File: config.mk
export PLATFORM = sky130hd
export DESIGN_NAME = if_stage
export DESIGN_NICKNAME = d
export VERILOG_FILES = /design/src/rtl/if_stage.sv
export SDC_FILE = /design/constraint.sdc
export NUM_CORES = 1
export LEC_CHECK = 0
export ABC_AREA = 1
export ABC_CLOCK_PERIOD_IN_PS = 5410
export BUFFER_PORTS_ARGS = -buffer_cell sky130_fd_sc_hd__buf_2
export CAP_MARGIN = 20
export CORE_UTILIZATION = 40
export CTS_CLUSTER_DIAMETER = 50
export CTS_CLUSTER_SIZE = 20
export DETAILED_ROUTE_END_ITERATION = 6
export SKIP_LAST_GASP = 1
export SLEW_MARGIN = 40
export SYNTH_ARGS = -nofsm -noshare
export SYNTH_HDL_FRONTEND = slang
export SYNTH_SLANG_ARGS = --single-unit
export TNS_END_PERCENT = 50
File: constraint.sdc
create_clock -name i_clk -period 5.41 [get_ports i_clk]
set_input_delay 1.082 -clock i_clk [delete_from_list [all_inputs] [get_ports i_clk]]
set_output_delay 1.082 -clock i_clk [all_outputs]
set_load 0.1 [all_outputs]
File: src/rtl/if_stage.sv
// if_stage: MIPS instruction-fetch stage; owns the PC, the imem request handshake and the IF/ID register.
// Build option: define IF_JUMP_EN to let i_jump/i_jump_index redirect fetch (otherwise only i_pc_src does).
`timescale 1ns/1ps
module if_stage #(
  parameter logic [31:0] RESET_PC = 32'h0000_0000
) (
  input  logic        i_clk,
  input  logic        i_rst_n,
  input  logic        i_stall,
  input  logic        i_pc_src,
  input  logic [31:0] i_branch_addr,
  input  logic        i_jump,
  input  logic [25:0] i_jump_index,
  output logic        o_imem_req,
  output logic [31:0] o_imem_addr,
  input  logic [31:0] i_imem_rdata,
  input  logic        i_imem_ack,
  output logic [31:0] o_next_pc,
  output logic [31:0] o_data,
  output logic        o_valid
);

  typedef enum logic [1:0] {S_IDLE, S_FETCH, S_HOLD, S_DROP} state_t;

  state_t      r_state;
  state_t      w_state_nxt;
  logic [31:0] r_pc;
  logic [31:0] w_pc_nxt;
  logic [31:0] r_target;
  logic [31:0] w_target_nxt;
  logic [31:0] r_buf;
  logic [31:0] w_buf_nxt;
  logic [31:0] r_next_pc;
  logic [31:0] w_next_pc_nxt;
  logic [31:0] r_data;
  logic [31:0] w_data_nxt;
  logic        r_valid;
  logic        w_valid_nxt;

  logic [31:0] w_pc_plus4;
  logic        w_redirect;
  logic [31:0] w_redirect_pc;

  assign w_pc_plus4 = r_pc + 32'd4;

`ifdef IF_JUMP_EN
  // The jump sits in ID, so its PC+4 is what IF/ID currently holds.
  logic [31:0] w_jump_pc;
  assign w_jump_pc     = {r_next_pc[31:28], i_jump_index, 2'b00};
  assign w_redirect    = i_pc_src | i_jump;
  assign w_redirect_pc = i_pc_src ? i_branch_addr : w_jump_pc;
`else
  logic w_unused_jump;
  assign w_unused_jump = ^{i_jump, i_jump_index};
  assign w_redirect    = i_pc_src;
  assign w_redirect_pc = i_branch_addr;
`endif

  always_comb begin
    w_state_nxt   = r_state;
    w_pc_nxt      = r_pc;
    w_target_nxt  = r_target;
    w_buf_nxt     = r_buf;
    w_next_pc_nxt = r_next_pc;
    w_data_nxt    = r_data;
    w_valid_nxt   = r_valid;

    case (r_state)
      S_IDLE: begin
        w_state_nxt = S_FETCH;
        if (!i_stall) begin
          w_next_pc_nxt = 32'd0;
          w_data_nxt    = 32'd0;
          w_valid_nxt   = 1'b0;
        end
      end
      S_FETCH: begin
        if (i_imem_ack && !i_stall) begin
          w_next_pc_nxt = w_pc_plus4;
          w_data_nxt    = i_imem_rdata;
          w_valid_nxt   = 1'b1;
          w_pc_nxt      = w_pc_plus4;
        end else if (i_imem_ack) begin
          w_buf_nxt   = i_imem_rdata;
          w_state_nxt = S_HOLD;
        end else if (!i_stall) begin
          w_next_pc_nxt = 32'd0;
          w_data_nxt    = 32'd0;
          w_valid_nxt   = 1'b0;
        end
      end
      S_HOLD: begin
        if (!i_stall) begin
          w_next_pc_nxt = w_pc_plus4;
          w_data_nxt    = r_buf;
          w_valid_nxt   = 1'b1;
          w_pc_nxt      = w_pc_plus4;
          w_state_nxt   = S_FETCH;
        end
      end
      S_DROP: begin
        // r_pc still holds the abandoned address so the request stays stable until ack.
        if (i_imem_ack) begin
          w_pc_nxt    = r_target;
          w_state_nxt = S_FETCH;
        end
        if (!i_stall) begin
          w_next_pc_nxt = 32'd0;
          w_data_nxt    = 32'd0;
          w_valid_nxt   = 1'b0;
        end
      end
      default: begin
        w_state_nxt = S_IDLE;
      end
    endcase

    // Flush wins over stall; an unacked request must still be drained before the target goes out.
    if (w_redirect) begin
      w_next_pc_nxt = 32'd0;
      w_data_nxt    = 32'd0;
      w_valid_nxt   = 1'b0;
      w_buf_nxt     = 32'd0;
      if ((r_state == S_FETCH || r_state == S_DROP) && !i_imem_ack) begin
        w_state_nxt  = S_DROP;
        w_pc_nxt     = r_pc;
        w_target_nxt = w_redirect_pc;
      end else begin
        w_state_nxt  = S_FETCH;
        w_pc_nxt     = w_redirect_pc;
        w_target_nxt = w_redirect_pc;
      end
    end
  end

  always_ff @(posedge i_clk or negedge i_rst_n) begin
    if (!i_rst_n) begin
      r_state   <= S_IDLE;
      r_pc      <= RESET_PC;
      r_target  <= RESET_PC;
      r_buf     <= 32'd0;
      r_next_pc <= 32'd0;
      r_data    <= 32'd0;
      r_valid   <= 1'b0;
    end else begin
      r_state   <= w_state_nxt;
      r_pc      <= w_pc_nxt;
      r_target  <= w_target_nxt;
      r_buf     <= w_buf_nxt;
      r_next_pc <= w_next_pc_nxt;
      r_data    <= w_data_nxt;
      r_valid   <= w_valid_nxt;
    end
  end

  assign o_imem_req  = (r_state == S_FETCH) || (r_state == S_DROP);
  assign o_imem_addr = r_pc;
  assign o_next_pc   = r_next_pc;
  assign o_data      = r_data;
  assign o_valid     = r_valid;

endmodule
==> metrics.md <==
| Metric | Value |
|---|---|
| Status | complete, no violations |
| Worst setup margin | 2.155 ns |
| Synth Area in XOR/XNOR | 1.128% |
| Post-layout nets | 1192 |
| # DRC | 0 |
| Dpl hpwl | 14920 µm |
| GRT Util Overall | 22.84% |
| Final setup fails | 0 |
| Final min period | 3.255 ns |
| RSZ-0062 raised after global routing | no |
| Die Span Y | 141.3 µm |
| Max Freq | 307.2 MHz |
| Reg clk slew, reported paths | 0.06 ns |
| Post-route antenna net violation count | 0 |
| Hold_ws | 0.4660 ns |
| Final Skew | 0.009368 ns |
| Pre-CTS setup slack | 1.696 ns |
| FFs w/ async S/R, synth | 100.0% |
| Slew HR | 43.97% |
| Most common cell after layout, fill and taps aside | nand2_1 |
| Largest net degree at the start of global routing | 89 |
| First-pass GRT wire length | 34990 µm |
| Setup total negative slack | 0 ns |
| Initial Utilization | 41.09% |
| Syn Area/Cell | 8.242 µm² |
| Die width | 141.3 µm |
| Static Leak | 4.880 nW |
| CP Data Required Time | 5.77 ns |
| Die ar. | 0.01997 mm² |
| Root Driver | clkbuf_16 |
| CTS tree | yes |
| GRT Residual Overflow | 0 |
| Vias in the first global route | 6585 |
| Gp weighted congestion | 0.8997 |
| Mux cell area share after synthesis | 0% |
| Slew Viols, Final | 0 |
| Final Hold Viols | 0 |
| Core area | 0.01889 mm² |
| EDFF count, synth | 0 |
| Routed WL per cell | 15.88 µm |
| #FFs+latches synth | 163 |
| Commonest non-fill, non-tap cells in the layout | 196 x nand2_1, 165 x buf_2, 163 x dfrtp_1, 131 x inv_1, 106 x nor2_1 |
| Diodes inserted | 0 |
| CTS Buffer Depth | 2 |
| Worst skew pair latency | 0.43 ns |
| Power, Total | 6.114 mW |
| Initial antenna violation count | 0 |
| Min-Delay Path Class | register to register |
| Critical path arrival | 3.61 ns |
| Count of cell types in the netlist | 32 |
| Post-Synth Adder-Cell Area | 0.6446% |
| Hold-fix buffers, CTS | 0 |
| Compound-gate portion of the synthesized area | 17.31% |
| Clock buffer count from CTS | 17 |
| Port bufs | 166 |
| Via count | 6785 |
| Critical Path Start | i_pc_src |
| Syn Nets | 1042 |
| Resized cells post-CTS | 0 |
| Synth Warn # | 0 |
| Critical Setup Path Class | primary input to register |
| Number of H-tree levels | 4 |
| Post-Route WL | 21670 µm |
| R2R Setup Slk | 2.29 ns |
| Max cap viols | 0 |
| Area growth syn-to-layout | 21.37% |
| Worst VDD drop | 0.4102 mV |
| Synth Cell Area | 0.007764 mm² |
| Simple-gate share of the synthesized area | 19.26% |
| 1st-iter DRT viols | 436 |
| PD cells | 648.9 mW/mm² |
| Top Ports | 194 |
| Worst Hold Launch | o_valid |
| Main synth FF type | dfrtp_1 |
| Worst Tran Pin Value | 0.8395 ns |
| Final Cycle Share | 60.16% |
| Share of cells above drive strength 1 | 20.09% |
| Worst Setup Start Kind | primary input |
| Via density | 4.971 |
| Post-Syn Instances | 942 |
| # rows | 50 |
| Sequential-to-total area share from yosys stat | 52.54% |
| RR Startpoint | r_state[0] |
| Setup bufs post-CTS | 0 |
| Largest family of logic cells by synthesized area | simple AND/OR/NAND/NOR gates |
| Worst Path Max Fanout | 37 |
| Crit. End Element | register |
| Pre-antenna DRT Iters | 5 |
| Sink Count | 163 |
stage by stage:
step / cell area, µm² / utilization, % / std cells
2_1_floorplan: 7764 / - / 942
3_3_place_gp: 8772 / 46.43 / 1332
3_5_place_dp: 8811 / 46.64 / 1333
4_1_cts: 9418 / 49.85 / 1365
5_1_grt: 9423 / 49.87 / 1365
6_report: 9423 / 49.87 / 1365
power by group:
group	total [mW]	switching (mW)	internal [mW]	leakage [nW]
combinational	3.11	2.56	0.551	2.46
sequential	1.76	0.273	1.48	2.12
clock	1.25	0.515	0.732	0.300
synth_stat cells (15+ instances only):
cell,number,area share (%)
inv_1,131,6.3
a21oi_1,34,2.2
nand3_1,51,3.3
buf_2,15,0.97
a22o_1,37,4.2
nor2_1,106,5.1
o21ai_0,73,4.7
dfrtp_1,163,53
nand2_1,197,9.5
o22ai_1,64,5.2
clkbuf_1,16,0.77
flip-flops by register name (all words and copies together), names as in the netlist:
name and count:
o_data 32, o_imem_addr 32, o_next_pc 32, r_buf 32
r_target 32, r_state 2, o_valid 1
critical path, cell delays in order:
cell and delay [ns]:
buf_2 0.09, inv_2 0.12, nand4_4 0.37, nand2_2 0.19, inv_2 0.55, nand2_2 0.38, inv_2 0.46, nand3_1 0.22
nand2_1 0.10
layout make-up:
type	instances	area [µm²]
multi-input cells	602	2992
fillers	1925	9470
inverters	136	515.5
repair buffers	172	904.6
well taps	260	325.3
flip-flops and latches	163	4079
clock buffers	17	425.4
clock inverters	15	181.4
kinds of logic (layout without fill, tap and decap cells):
| family | after synthesis | after routing |
|---|---|---|
| compound gates | 220 | 220 |
| xor+xnor | 10 | 10 |
| fa+ha+maj | 4 | 4 |
| buf+inv | 177 | 340 |
| flops | 163 | 163 |
| simple gates | 368 | 368 |
path summary, 6_finish.rpt:
path	cells past startpoint	endpoint
max	9	o_next_pc[15]
min reg2reg	2	o_valid
min	2	o_valid
min in group asynchronous	1	o_data[10]
max in group asynchronous	2	o_imem_addr[13]
max reg2reg	8	o_next_pc[15]
metal layers:
metal,wire length [µm],share of wire [%],track usage [%]
met1,10340,48,32.09
met2,9618,44,35.10
met3,1380,6.4,4.961
met4,339,1.6,7.437
met5,0,0,0
No activity file was read; power rests on OpenSTA's default activity.
